### src/rtl/spi_slave.sv
// SPI mode-0 slave: receives a fixed 8-byte frame (7 payload bytes + CRC-8) while returning 7 bytes + CRC.
// Define SPI_SLAVE_CRC_EN to build the CRC-8 generator and receive checker; otherwise rx_crc_err is 0.
`timescale 1ns/1ps

module spi_slave #(
  parameter int SYNC_STAGES = 2
) (
  input  logic        clk,
  input  logic        rst,
  input  logic        cs_b,
  input  logic        sclk,
  input  logic        mosi,
  output logic        miso,
  input  logic [55:0] tx_data,
  output logic [55:0] rx_data,
  output logic [7:0]  rx_crc,
  output logic        rx_valid,
  output logic        rx_crc_err,
  output logic        frame_abort,
  output logic        busy
);

  typedef enum logic [1:0] {IDLE, ACTIVE, FULL, OVERRUN} state_e;

`ifdef SPI_SLAVE_CRC_EN
  function automatic logic [7:0] crc8_step(input logic [7:0] c, input logic b);
    return {c[6:0], 1'b0} ^ ((b ^ c[7]) ? 8'h2F : 8'h00);
  endfunction
`endif

  logic [SYNC_STAGES-1:0] cs_sync_q, sclk_sync_q, mosi_sync_q, live_q;
  logic cs_s, sclk_s, mosi_s;
  logic cs_prev_q, sclk_prev_q, armed_q;
  logic cs_fall_q, cs_rise_q, sclk_rise_q, sclk_fall_q, mosi_bit_q;

  assign cs_s   = cs_sync_q[SYNC_STAGES-1];
  assign sclk_s = sclk_sync_q[SYNC_STAGES-1];
  assign mosi_s = mosi_sync_q[SYNC_STAGES-1];

  // A falling cs_b only counts once cs_b has been seen high with real (post-reset) samples,
  // so a frame already in progress when reset lifts is never picked up half-way.
  always_ff @(posedge clk or posedge rst) begin
    if (rst) begin
      cs_sync_q   <= '1;
      sclk_sync_q <= '0;
      mosi_sync_q <= '0;
      live_q      <= '0;
      cs_prev_q   <= 1'b1;
      sclk_prev_q <= 1'b0;
      armed_q     <= 1'b0;
      cs_fall_q   <= 1'b0;
      cs_rise_q   <= 1'b0;
      sclk_rise_q <= 1'b0;
      sclk_fall_q <= 1'b0;
      mosi_bit_q  <= 1'b0;
    end else begin
      // NOTE: non-blocking assignments so every flop samples pre-edge values; blocking here would collapse the synchronizer chain.
      cs_sync_q   <= {cs_sync_q[SYNC_STAGES-2:0], cs_b};
      sclk_sync_q <= {sclk_sync_q[SYNC_STAGES-2:0], sclk};
      mosi_sync_q <= {mosi_sync_q[SYNC_STAGES-2:0], mosi};
      live_q      <= {live_q[SYNC_STAGES-2:0], 1'b1};
      cs_prev_q   <= cs_s;
      sclk_prev_q <= sclk_s;
      armed_q     <= armed_q | (live_q[SYNC_STAGES-1] & cs_s);
      cs_fall_q   <= armed_q & cs_prev_q & ~cs_s;
      cs_rise_q   <= ~cs_prev_q & cs_s;
      sclk_rise_q <= ~sclk_prev_q & sclk_s;
      sclk_fall_q <= sclk_prev_q & ~sclk_s;
      mosi_bit_q  <= mosi_s;
    end
  end

  state_e      state_q, state_d;
  logic [55:0] tx_sh_q, tx_sh_d;
  logic [63:0] rx_sh_q, rx_sh_d;
  logic [5:0]  cnt_q, cnt_d;
  logic        miso_q, miso_d;
  logic [55:0] rx_data_q, rx_data_d;
  logic [7:0]  rx_crc_q, rx_crc_d;
  logic        rx_valid_q, rx_valid_d;
  logic        abort_q, abort_d;
`ifdef SPI_SLAVE_CRC_EN
  logic [7:0]  crc_tx_q, crc_tx_d;
  logic [7:0]  crc_rx_q, crc_rx_d;
  logic        rx_crc_err_q, rx_crc_err_d;
`endif

  always_comb begin
    // NOTE: every next-state variable gets its hold value first, so no path through the case infers a latch.
    state_d    = state_q;
    tx_sh_d    = tx_sh_q;
    rx_sh_d    = rx_sh_q;
    cnt_d      = cnt_q;
    miso_d     = miso_q;
    rx_data_d  = rx_data_q;
    rx_crc_d   = rx_crc_q;
    rx_valid_d = 1'b0;
    abort_d    = 1'b0;
`ifdef SPI_SLAVE_CRC_EN
    crc_tx_d     = crc_tx_q;
    crc_rx_d     = crc_rx_q;
    rx_crc_err_d = rx_crc_err_q;
`endif
    case (state_q)
      IDLE: begin
        miso_d = 1'b0;
        if (cs_fall_q) begin
          state_d = ACTIVE;
          tx_sh_d = {tx_data[54:0], 1'b0};
          miso_d  = tx_data[55];
          cnt_d   = '0;
`ifdef SPI_SLAVE_CRC_EN
          crc_tx_d = crc8_step(8'hFF, tx_data[55]);
          crc_rx_d = 8'hFF;
`endif
        end
      end
      ACTIVE: begin
        if (cs_rise_q) begin
          state_d = IDLE;
          abort_d = 1'b1;
          miso_d  = 1'b0;
        end else if (sclk_rise_q) begin
          rx_sh_d = {rx_sh_q[62:0], mosi_bit_q};
          cnt_d   = cnt_q + 6'd1;
`ifdef SPI_SLAVE_CRC_EN
          crc_rx_d = crc8_step(crc_rx_q, mosi_bit_q);
`endif
          if (cnt_q == 6'd63) state_d = FULL;
        end else if (sclk_fall_q) begin
          // cnt_q rising edges seen so far, so this falling edge presents bit cnt_q.
          if (cnt_q < 6'd56) begin
            miso_d  = tx_sh_q[55];
            tx_sh_d = {tx_sh_q[54:0], 1'b0};
`ifdef SPI_SLAVE_CRC_EN
            crc_tx_d = crc8_step(crc_tx_q, tx_sh_q[55]);
`endif
          end else begin
`ifdef SPI_SLAVE_CRC_EN
            miso_d   = crc_tx_q[7];
            crc_tx_d = {crc_tx_q[6:0], 1'b0};
`else
            miso_d   = 1'b0;
`endif
          end
        end
      end
      FULL: begin
        if (cs_rise_q) begin
          state_d    = IDLE;
          miso_d     = 1'b0;
          rx_valid_d = 1'b1;
          rx_data_d  = rx_sh_q[63:8];
          rx_crc_d   = rx_sh_q[7:0];
`ifdef SPI_SLAVE_CRC_EN
          rx_crc_err_d = (crc_rx_q != 8'h00);
`endif
        end else if (sclk_rise_q) begin
          state_d = OVERRUN;
          miso_d  = 1'b0;
        end else if (sclk_fall_q) begin
          miso_d = 1'b0;
        end
      end
      OVERRUN: begin
        miso_d = 1'b0;
        if (cs_rise_q) begin
          state_d = IDLE;
          abort_d = 1'b1;
        end
      end
      default: state_d = IDLE;
    endcase
  end

  always_ff @(posedge clk or posedge rst) begin
    if (rst) begin
      state_q    <= IDLE;
      tx_sh_q    <= '0;
      rx_sh_q    <= '0;
      cnt_q      <= '0;
      miso_q     <= 1'b0;
      rx_data_q  <= '0;
      rx_crc_q   <= '0;
      rx_valid_q <= 1'b0;
      abort_q    <= 1'b0;
`ifdef SPI_SLAVE_CRC_EN
      crc_tx_q     <= '0;
      crc_rx_q     <= '0;
      rx_crc_err_q <= 1'b0;
`endif
    end else begin
      state_q    <= state_d;
      tx_sh_q    <= tx_sh_d;
      rx_sh_q    <= rx_sh_d;
      cnt_q      <= cnt_d;
      miso_q     <= miso_d;
      rx_data_q  <= rx_data_d;
      rx_crc_q   <= rx_crc_d;
      rx_valid_q <= rx_valid_d;
      abort_q    <= abort_d;
`ifdef SPI_SLAVE_CRC_EN
      crc_tx_q     <= crc_tx_d;
      crc_rx_q     <= crc_rx_d;
      rx_crc_err_q <= rx_crc_err_d;
`endif
    end
  end

  assign miso        = miso_q;
  assign rx_data     = rx_data_q;
  assign rx_crc      = rx_crc_q;
  assign rx_valid    = rx_valid_q;
  assign frame_abort = abort_q;
  assign busy        = (state_q != IDLE);
`ifdef SPI_SLAVE_CRC_EN
  assign rx_crc_err  = rx_crc_err_q;
`else
  assign rx_crc_err  = 1'b0;
`endif

endmodule
### config.mk
export PLATFORM = sky130hd
export DESIGN_NAME = spi_slave
export DESIGN_NICKNAME = d
export VERILOG_FILES = /design/src/rtl/spi_slave.sv
export SDC_FILE = /design/constraint.sdc
export NUM_CORES = 1
export LEC_CHECK = 0
export ABC_CLOCK_PERIOD_IN_PS = 7600
export BUFFER_PORTS_ARGS = -buffer_cell sky130_fd_sc_hd__buf_2
export CAP_MARGIN = 30
export CORE_MARGIN = 5
export CORE_UTILIZATION = 53
export DETAILED_ROUTE_END_ITERATION = 12
export PLACE_DENSITY_LB_ADDON = 0.12
export SYNTH_ARGS = -nofsm -noshare
export SYNTH_HDL_FRONTEND = slang
export SYNTH_SLANG_ARGS = --single-unit
export TNS_END_PERCENT = 1
### constraint.sdc
create_clock -name clk -period 7.6 [get_ports clk]
set_input_delay 0.76 -clock clk [delete_from_list [all_inputs] [get_ports clk]]
set_output_delay 0.76 -clock clk [all_outputs]
set_load 0.1 [all_outputs]
Word level (Yosys, flattened, before mapping)
Index checks and enable logic that the tools add are counted.
{ "totals": {"ff_bits": 211, "mem_bits_ro": 0, "mem_count": 0, "ram_bits": 0, "elab_cells": 92, "out_inout_bits": 69, "latch_bits": 0} }
{ "classes": {"n_lt_le_gt_ge": 1, "n_shift": 0, "n_reduce_logical": 10, "n_mux": 30, "div_mod_pow": 0, "bitwise": 12, "add_sub_neg": 1, "eq_ne": 17, "mul": 0} }
{ "ops": {"columns": ["operator", "count"], "rows": [
  ["$mux W56", 5],
  ["$pmux W56 S2", 1],
  ["$mux W6", 3],
  ["$ne A3 B3 Y1 const B", 5],
  ["$mux W2", 7],
  ["$ne A2 B2 Y1 const B", 7],
  ["$pmux W6 S2", 1],
  ["$mux W1", 11],
  ["$pmux W2 S4", 1],
  ["$add A6 B1 Y6 const B", 1],
  ["$and A1 B1 Y1", 6],
  ["$eq A6 B6 Y1 const B", 1],
  ["$lt A6 B6 Y1 const B", 1],
  ["$reduce_and A3 Y1", 2],
  ["$reduce_and A6 Y1", 1],
  ["$not A1 Y1", 5],
  ["$reduce_and A5 Y1", 1],
  ["$eq A2 B2 Y1 const B", 2],
  ["$ne A4 B4 Y1 const B", 1],
  ["$pmux W1 S4", 1],
  ["$reduce_and A4 Y1", 1],
  ["$reduce_bool A2 Y1", 2],
  ["$eq A2 B1 Y1 const B", 1],
  ["$logic_not A2 Y1", 1],
  ["3 further kinds", 3]
]} }

Depth between registers and ports, before layout
Gate-level depths: netlist of the first run.
{ "depth": {"depth_word": 6, "depth_mapped": 7, "ltp_nobuf": 5} }

Worst setup path after synthesis of the first run
Ideal clock, no wire load.
{ "synth_timing": {"kind": "register to output", "startpoint": "reg state_q[0]", "endpoint": "out busy", "arrival_time_ns": 1.049, "stages_incl_launch_ff": 3, "path_slack_ns": 5.791, "path_cell_list": "dfrtp_1 buf_4 or2_2"} }
{ "synth_via": {"elab_chain_len": 1} }
{ "synth_lines": {"columns": ["item", "line_no", "source"], "rows": [
  ["start: declaration", "73", "state_e state_q, state_d;"],
  ["start signal: assignment", "193", "state_q <= state_d;"],
  ["$reduce_bool A2 Y1", "215", "assign busy = (state_q != IDLE);"],
  ["end: declaration", "20", "output logic busy"]
]} }
No other way between the ends.

Final worst setup path of the first run
Same ends and word-level chain as after synthesis.

==> impl_results.md, run 1 <==
- Fin crit period: 2.41 ns
- Crit Reg-Reg Startpoint: state_q[0]$_DFFE_PP0P_
- Post-synthesis sequential area ratio: 0.631
- Final setup margin: 5.19 ns
- Max VDD drop: approximately 0.00018 V
- Max Freq: 414 MHz
- Final period util: 0.318
- Mean Syn Cell Area: between 10 and 15 µm²
- Wire length per cell: around 15 µm
- Die Y-Extent: approximately 140 µm
- Commonest cells after routing, fill and taps aside: nand2_1 (253), dfrtp_1 (207), buf_2 (128)
- Root buffer cell: clkbuf_16
- Syn Nets: between 700 and 800
- Initial antenna violation count: 1
- PD cells: 277 nW/µm²
- ANT cells: 0
- Number of post-CTS setup repair buffers: 0
- RSZ-0062 raised after global routing: false
- Cells after Synth: ~730
- Starting Density: 0.544
- Maximum root-to-sink buffer count: 3
- Endpoints failing setup: 0
- DRT antenna net count: 0
- Post-CTS resize count: 0
- Cell variety after synth: 39
- CTS sink cnt: 210
- Port bufs: approximately 130
- Max_cap viols: 0
- I/O Pins: 130
- Hold Path Cell Cnt: 0
- Chip width: about 140 µm
- Buffers and inverters on the worst path: 1
- Hold_sp: live_q[0]$_DFF_PP0_
- First-pass DRT Iterations: 4
- CP Class: flop to output pin
- Internal: around 2 mW
- Fin Hold WS: roughly 0.35 ns
- R2R cell count: 5
- Skew final: 0.00745 ns
- Total power: about 2.7 mW
- WHS Endpoint: live_q[1]$_DFF_PP0_
- Syn-to-layout area delta: 17.3%
- Clk_lat worst skew: approximately 0.48 ns
- Final hold violation count: 0
- Core area: roughly 15,000 µm²
- Slowest cell delay on critical path: ~0.56 ns
- Post-route DRC: 0
- Most common cell after layout, fill and taps aside: nand2_1
- Logic pwr share: 0.126
- Startpoint types: flop
- Number of buffers created by CTS: 20
- Layout cells sized above 1: 0.281
- Row cnt: 45
- Crit path DAT: approximately 1.7 ns
- Outcome: finished clean
- Placed instance area: approximately 9100 µm²
- Drt via density: roughly 5.0
- Critical path required time: 6.84 ns
- GRT Util Overall: 0.171
- Reg-to-reg slack, setup: roughly 5.5 ns
- HP Class: flop to flop
- Starting DRT DRC Count: ~320
- Die Area: 18,300 µm²
- Slew Viols, Final: 0
- RePlAce Congestion: ~0.74
- Yosys reg bits: between 200 and 250
- Synth Warn #: 0
- Clock power frac: 0.375
- Clock-pin slew on the worst setup and hold paths: around 0.060 ns
- CP max-delay cell: dfrtp_1
- Delay-heaviest family, CP: flip-flops
- First-pass GRT wire length: about 26,000 µm
- Layout Nets: ~900
- Placed cell count: about 1,000
- TritonCTS clock tree: built
- Dpl hpwl: 9940 µm
- Fin util: 0.638
- Dpl ws: roughly 5 ns
- Register share of total power: 0.499
- Switching power share of the total: 0.246
- Post-Layout Cell Count: between 1,000 and 1,500
- Setup tns final: 0 ns
- Actual slew at the worst max-slew pin: 0.910 ns
- Crit. End Element: output pin
- Pleak: 5.32 nW
- CP max FO: 13
- Largest net degree at the start of global routing: ~140
- R2R Path End: miso$_DFFE_PP0P_
- # H-tree levels: 1
- Switching power: around 0.67 mW
- Slew HR: 0.393
- Vias post-DR: 5,276
- CP Cell Sequence: or2_2 > buf_2
- Mapped cell area: around 8300 µm²
- Routed wire length: approximately 15,000 µm
- Vias in the first global route: 5,373
- Grt ovf: 0
- Design area: approximately 10000 µm²
- CTS hold repair buffers: 0
[worst max-delay path by stage]
stage | start | endpoint | slack, ns | depth (start not counted)
detailed placement | rst | rx_data[11]$_DFFE_PP0P_ | 5.02 | 3
CTS | state_q[0]$_DFFE_PP0P_ | busy | 5.18 | 2
floorplan | rst | armed_q$_DFF_PP0_ | 1.11 | 1
global route | state_q[0]$_DFFE_PP0P_ | busy | 5.10 | 2
global placement | rst | rx_data[8]$_DFFE_PP0P_ | 5.09 | 3
finish | state_q[0]$_DFFE_PP0P_ | busy | 5.19 | 2
[kinds of logic (layout without fill, tap and decap cells)]
| family | count (synthesis) | after routing | synth area share |
|---|---|---|---|
| simple gates | 278 | 278 | 0.134 |
| flops | 210 | 210 | 0.631 |
| mux | 120 | 120 | 0.154 |
| compound gates | 66 | 66 | 0.0422 |
| buf+inv | 48 | 172 | 0.0329 |
| xor+xnor | 3 | 3 | 0.00315 |
| other cells | 2 | 2 | 0.000902 |
| fa+ha+maj | 1 | 1 | 0.00150 |
[layout make-up]
| type | count | area, µm² |
|---|---|---|
| fillers | 1240 | 5540 |
| flip-flops and latches | 210 | 5260 |
| multi-input cells | 470 | 2810 |
| repair buffers | 135 | 746 |
| clock buffers | 28 | 572 |
| well taps | 211 | 264 |
| clock inverters | 5 | 103 |
| inverters | 4 | 22.5 |
[state kept, by name (all words and copies together), names as in the netlist, 2 cells and up]
| signal | cells |
|---|---|
| live_q | 2 |
| tx_sh_q | 55 |
| rx_sh_q | 64 |
| cnt_q | 6 |
| mosi_sync_q | 2 |
| state_q | 2 |
| rx_data | 56 |
| cs_sync_q | 2 |
| sclk_sync_q | 2 |
| rx_crc | 8 |
[synth_stat cells]
cell type  instances  area share
nand2_1          253        0.11
dfrtp_1          207        0.62
mux2_2            65       0.088
mux2i_1           54       0.065
o21ai_0           48       0.029
buf_2             15      0.0090
buf_4             13       0.012
o21ai_1           10      0.0060
buf_1              7      0.0032
nor2_1             7      0.0032
clkbuf_1           5      0.0023
inv_1              4      0.0018
nor2b_1            4      0.0030
buf_6              3      0.0041
dfstp_2            3      0.0095
xor2_1             3      0.0032
and3_1             2      0.0015
conb_1             2     0.00090
nand2b_1           2      0.0015
nand4_1            2      0.0015
a21o_1             1     0.00090
a21oi_1            1     0.00060
a221o_1            1      0.0012
a22o_1             1      0.0011
a22oi_1            1     0.00090
a31oi_1            1     0.00075
and2_1             1     0.00075
and3_4             1      0.0014
and4bb_2           1      0.0015
clkbuf_4           1     0.00090
ha_1               1      0.0015
mux2_1             1      0.0014
nand3b_1           1     0.00090
nand4bb_1          1      0.0014
nor3b_2            1      0.0015
o21bai_1           1     0.00090
o41ai_1            1      0.0011
or2_2              1     0.00075
or4b_1             1      0.0012
[routing by layer]
layer,routed length [µm],global-route usage
met1,7250,0.245
met5,11,0
met3,726,0.0331
met4,252,0.0386
met2,7240,0.273
[power by group through the flow]
stage	logic, mW	clock network (mW)	registers, mW
CTS	0.347	1.05	1.35
detailed placement	0.345	0	1.37
global route	0.389	1.10	1.37
floorplan	0.271	0	1.36
global placement	0.323	0	1.36
finish	0.340	1.02	1.35
No activity file was read; power rests on OpenSTA's default activity.
==> inputs of run 2 (changes only) <==
--- a/config.mk
+++ b/config.mk
@@ -5,11 +5,11 @@
 export SDC_FILE = /design/constraint.sdc
 export NUM_CORES = 1
 export LEC_CHECK = 0
-export ABC_CLOCK_PERIOD_IN_PS = 7600
+export ABC_CLOCK_PERIOD_IN_PS = 2200
 export BUFFER_PORTS_ARGS = -buffer_cell sky130_fd_sc_hd__buf_2
 export CAP_MARGIN = 30
 export CORE_MARGIN = 5
-export CORE_UTILIZATION = 53
+export CORE_UTILIZATION = 51
 export DETAILED_ROUTE_END_ITERATION = 12
 export PLACE_DENSITY_LB_ADDON = 0.12
 export SYNTH_ARGS = -nofsm -noshare
==> constraint.sdc (replaced) <==
create_clock -name clk -period 2.2 [get_ports clk]
set_input_delay 0.22 -clock clk [delete_from_list [all_inputs] [get_ports clk]]
set_output_delay 0.22 -clock clk [all_outputs]
set_load 0.1 [all_outputs]
==> run 2 against run 1 <==
Compared with the run above: global-route usage fell by 0.096 points; routed wire length rose by 2.1%; largest power group unchanged; clock-buffer cell count rose by 4; sequential power rose to 3.5 times the previous value; sequential share of layout area fell by 0.61 points; combinational power rose to 3.5 times the previous value.
==> impl_results.md, run 2 (synthesized netlist as in run 1, its figures left out) <==
- Layout cells sized above 1: 0.288
- Slew HR: 0.609
- Startpoint types: flop
- Top reg by flops: rx_sh_q
- Root buffer cell: clkbuf_16
- Number of buffers created by CTS: 23
- Clock power frac: 0.369
- Pleak: 5.38 nW
- Core area: 15,900 µm²
- Row cnt: 46
- Wire length per cell: about 15 µm
- Logic pwr share: 0.128
- Chip width: about 140 µm
- Total power: between 9 and 10 mW
- Reg-to-reg slack, setup: a little under 0.4 ns
- Dpl hpwl: between 10,000 and 15,000 µm
- # fillers: about 1,300
- CTS hold repair buffers: 5
- Met3 wire length: between 800 and 900 µm
- Setup tns final: 0 ns
- Max_cap viols: 0
- Vias post-DR: around 5,400
- Placed cell count: 1,044
- Drt via density: approximately 5.0
- Slowest cell delay on critical path: 0.55 ns
- Maximum root-to-sink buffer count: 3
- CP Class: flop to output pin
- Max VDD drop: around 0.00052 V
- Skew final: approximately 0.0056 ns
- Max Freq: roughly 540 MHz
- Grt ovf: 0
- Starting DRT DRC Count: approximately 210
- Design area: 9890 µm²
- RePlAce Congestion: between 0.7 and 0.8
- Reg area: between 5000 and 6000 µm²
- Post-CTS resize count: 0
- Clk_lat worst skew: between 0.4 and 0.5 ns
- ANT cells: 0
- Endpoints failing setup: 0
- PD cells: between 900 and 1000 nW/µm²
- Die Area: 19,000 µm²
- I/O Pins: 130
- Routed wire length: roughly 16,000 µm
- Register share of total power: 0.503
- Post-route DRC: 0
- Largest net degree at the start of global routing: 75
- Switching power: between 2 and 2.5 mW
- Critical path required time: 1.98 ns
- Slew Viols, Final: 0
- First-pass GRT wire length: about 26,000 µm
- Clock-pin slew on the worst setup and hold paths: ~0.050 ns
- Layout Nets: slightly above 900
- Switching power share of the total: 0.250
- Port bufs: between 100 and 150
- Final period util: 0.847
- HP Class: primary input to flop
- Most common cell after layout, fill and taps aside: nand2_1
- Number of post-CTS setup repair buffers: 0
- Die Y-Extent: 138 µm
- DRT antenna net count: 0
- CTS sink cnt: 210
- Top sig layer: met4
- Post-Layout Cell Count: between 1,000 and 1,500
- Starting Density: 0.523
- Fin crit period: 1.86 ns
- Crit path DAT: roughly 1.6 ns
- Final hold violation count: 0
- First-pass DRT Iterations: 4
- Actual slew at the worst max-slew pin: just under 0.6 ns
- Vias in the first global route: 5,525
- Syn-to-layout area delta: 18.7%
- Final setup margin: approximately 0.34 ns
- Initial antenna violation count: 0
- Multi-input logic area: between 2000 and 3000 µm²
- Outcome: finished clean
- Max FFs per register: 64
- RSZ-0062 raised after global routing: false
- WL met2: 7900 µm
- Dpl ws: ~0.4 ns
- Placed instance area: between 9000 and 10,000 µm²
- CP max FO: 13
- GRT Util Overall: 0.170
- # H-tree levels: 1
- Crit. End Element: output pin
- TritonCTS clock tree: built
- Commonest cells after routing, fill and taps aside: nand2_1 (253), dfrtp_1 (207), buf_2 (128)
- Internal: 6.96 mW
- CP max-delay cell: dfrtp_1
- CP Cell Sequence: or2_2 > buf_2
- M1 wire length: 6820 µm
run 2: final timing paths:
check | start | endpoint | cells past startpoint
worst max-delay path | state_q[0]$_DFFE_PP0P_ | busy | 2
worst min-delay path | tx_data[15] | tx_sh_q[16]$_DFFE_PP0P_ | 3
max in group asynchronous | rst | rx_sh_q[54]$_DFFE_PP0N_ | 4
min in group asynchronous | rst | rx_sh_q[18]$_DFFE_PP0N_ | 3
worst min register to register | mosi_sync_q[1]$_DFF_PP0_ | mosi_bit_q$_DFF_PP0_ | 0
worst max register to register | state_q[0]$_DFFE_PP0P_ | tx_sh_q[1]$_DFFE_PP0P_ | 4
run 2: cell type report:
cell class | instances | share of cell area
clock buffer | 32 | 0.0667
inverter | 4 | 0.00190
timing repair buffer | 149 | 0.0871
tap | 216 | 0.0273
multi-input combinational | 470 | 0.284
sequential | 210 | 0.532
clock inverter | 2 | 0.00101
run 2: through the flow:
stage / util / hold slack [ns]
2_1_floorplan: - / 0.224
3_3_place_gp: 0.575 / 0.244
3_5_place_dp: 0.575 / 0.246
4_1_cts: 0.620 / 0.00143
5_1_grt: 0.620 / 0.00949
6_report: 0.620 / 0.0166
run 2: worst max-delay path: cells and delay by family, from the launching register on:
kind,cells,cell delay [ns]
simple gates,1,0.18
buf+inv,1,0.42
flops,1,0.55
run 2: routing by layer:
metal | global-route usage | up-vias
met5 | 0 | -
met4 | 0.0434 | 0
met3 | 0.0351 | 18
met2 | 0.295 | 107
met1 | 0.218 | 2612
li1 | - | 2634
run 2: power by group through the flow:
| stage | registers (mW) | logic, mW | clock network, mW |
|---|---|---|---|
| finish | 4.67 | 1.19 | 3.42 |
| global route | 4.74 | 1.35 | 3.69 |
| CTS | 4.67 | 1.21 | 3.53 |
| detailed placement | 4.74 | 1.21 | 0 |
| global placement | 4.71 | 1.14 | 0 |
| floorplan | 4.70 | 0.938 | 0 |
==> inputs of run 3 (changes only) <==
--- a/config.mk
+++ b/config.mk
@@ -5,11 +5,11 @@
 export SDC_FILE = /design/constraint.sdc
 export NUM_CORES = 1
 export LEC_CHECK = 0
-export ABC_CLOCK_PERIOD_IN_PS = 2200
+export ABC_CLOCK_PERIOD_IN_PS = 1880
 export BUFFER_PORTS_ARGS = -buffer_cell sky130_fd_sc_hd__buf_2
 export CAP_MARGIN = 30
 export CORE_MARGIN = 5
-export CORE_UTILIZATION = 51
+export CORE_UTILIZATION = 53
 export DETAILED_ROUTE_END_ITERATION = 12
 export PLACE_DENSITY_LB_ADDON = 0.12
 export SYNTH_ARGS = -nofsm -noshare
==> constraint.sdc (replaced) <==
create_clock -name clk -period 1.88 [get_ports clk]
set_input_delay 0.188 -clock clk [delete_from_list [all_inputs] [get_ports clk]]
set_output_delay 0.188 -clock clk [all_outputs]
set_load 0.1 [all_outputs]
==> run 3 against run 2 <==
Compared with the run above: critical path depth stayed put; worst hold slack worse by 0.010 ns; critical endpoint unchanged; setup slack got worse by 0.23 ns; critical path type unchanged; routed wire length grew 1.6%; via count is 0.56% higher; core utilization is 4.8 points higher; total power up 20%.
==> impl_results.md, run 3 (synthesized netlist as in run 1, its figures left out) <==
- RSZ-0062 raised after global routing: false
- PD cells: 1080 nW/µm²
- Max_cap viols: 0
- First-pass GRT wire length: approximately 27,000 µm
- Top reg by flops: rx_sh_q
- Placed instance area: 9180 µm²
- CP Class: flop to output pin
- Design area: 10,200 µm²
- Slew Viols, Final: 0
- Post-Layout Cell Count: around 1,100
- GRT Util Overall: 0.180
- Most common cell after layout, fill and taps aside: nand2_1
- Grt ovf: 0
- Chip width: approximately 140 µm
- Final hold violation count: 0
- # fillers: 1,209
- Vias in the first global route: 5,554
- First-pass DRT Iterations: 4
- DRT antenna net count: 0
- RePlAce Congestion: ~0.73
- Number of buffers created by CTS: 22
- Outcome: finished clean
- Actual slew at the worst max-slew pin: 0.513 ns
- Crit. Startpoint: state_q[1]$_DFFE_PP0P_
- I/O Pins: 130
- Initial antenna violation count: 0
- Vias post-DR: about 5,400
- Pleak: ~5.5 nW
- Row cnt: 45
- Clk_lat worst skew: between 0.4 and 0.5 ns
- Routed wire length: around 16,000 µm
- Max VDD drop: 0.000640 V
- Crit Reg-Reg Startpoint: cs_rise_q$_DFF_PP0_
- Die Area: roughly 18,000 µm²
- Slew HR: 0.660
- Clock-pin slew on the worst setup and hold paths: approximately 0.060 ns
- Commonest cells after routing, fill and taps aside: nand2_1 (253), dfrtp_1 (206), buf_2 (127)
- Root buffer cell: clkbuf_16
- R2R cell count: 4
- Final period util: 0.942
- Layout cells sized above 1: 0.277
- TritonCTS clock tree: built
- Die Y-Extent: 135 µm
- Max FFs per register: 64
- Number of post-CTS setup repair buffers: 0
- HP Class: primary input to flop
- Critical path required time: 1.69 ns
- Core area: 15,300 µm²
- Layout Nets: 945
- Skew final: roughly 0.0056 ns
- Largest net degree at the start of global routing: 110
- Placed cell count: 1,035
- Wire length per cell: around 15 µm
- Setup crit end: busy
- # H-tree levels: 1
- R2R Path End: tx_sh_q[1]$_DFFE_PP0P_
- CP max FO: 10
- Syn-to-layout area delta: 22.9%
- Dpl hpwl: between 10,000 and 15,000 µm
- Max Freq: 565 MHz
- Startpoint types: flop
- Post-route DRC: 0
- Total power: 11.1 mW
- Reg-to-reg slack, setup: approximately 0.21 ns
- Crit path DAT: between 1.5 and 2 ns
- Maximum root-to-sink buffer count: 3
- Fin Hold WS: slightly above 0.006 ns
- Endpoints failing setup: 0
- Starting Density: 0.544
- Starting DRT DRC Count: 249
- Port bufs: ~130
- Fin crit period: 1.77 ns
- ANT cells: 0
- Fin util: 0.668
- Crit. End Element: output pin
- Drt via density: about 4.9
- CTS sink cnt: between 200 and 250
==> run 3: changes by cell type in the layout (fill, tap and decap cells not counted), sizes merged <==
| cell | change |
|---|---|
| bufinv | +1 |
| clkbuf | +2 |
| dlygate4sd3 | +30 |
| buf | -5 |
| clkinv | +1 |
==> run 3: report_power, final <==
group | leakage, nW | switching (mW) | internal [mW]
logic | 2.37 | 0.782 | 0.672
clock network | 0.345 | 1.66 | 2.52
registers | 2.80 | 0.337 | 5.13
==> run 3: stage by stage <==
| step | TNS, ns | setup slack (ns) |
|---|---|---|
| after floorplan | -214.99 | -1.03 |
| after global placement | 0 | 0.242 |
| after detailed placement | 0 | 0.182 |
| after CTS | 0 | 0.0291 |
| after global routing | 0 | 0.0172 |
| final | 0 | 0.109 |
==> run 3: timing repair <==
item,in CTS,in global routing
endpoints found under the setup margin,0,1
hold buffers,35,0
endpoints found under the hold margin,48,0
resized for setup,0,2
==> run 3: per-layer routing <==
metal	vias up	GRT usage	wire length [µm]	part of all wire
met2	101	0.290	7500	0.47
met1	2595	0.258	7630	0.48
li1	2683	-	-	-
met3	22	0.0308	653	0.041
met4	0	0.0431	271	0.017
met5	-	0	0	0
==> run 3: final cells by class <==
type / instances / area, µm² / area share
Clock buffer: 33 / 653 / 0.0638
Clock inverter: 4 / 45.0 / 0.00440
Inverter: 4 / 18.8 / 0.00183
Multi-Input combinational cell: 470 / 2810 / 0.275
Sequential cell: 210 / 5260 / 0.514
Tap cell: 211 / 264 / 0.0258
Timing Repair Buffer: 175 / 1180 / 0.116
==> run 3: worst max-delay path, stage by stage (launching register included) <==
cell and delay (ns):
dfrtp_1 0.49, or2_2 0.32, clkbuf_4 0.28
==> run 3: how the worst min path moves through the flow <==
stage	startpoint	endpoint	slack [ns]	cells after the start
after detailed placement	rst	rx_sh_q[25]$_DFFE_PP0N_	0.21	2
after floorplan	cs_b	cs_sync_q[0]$_DFF_PP1_	0.19	0
after global placement	rst	rx_data[19]$_DFFE_PP0P_	0.21	2
after CTS	tx_data[30]	tx_sh_q[31]$_DFFE_PP0P_	0.001	3
after global routing	tx_data[6]	tx_sh_q[7]$_DFFE_PP0P_	0.006	3
final	tx_data[22]	tx_sh_q[23]$_DFFE_PP0P_	0.006	3
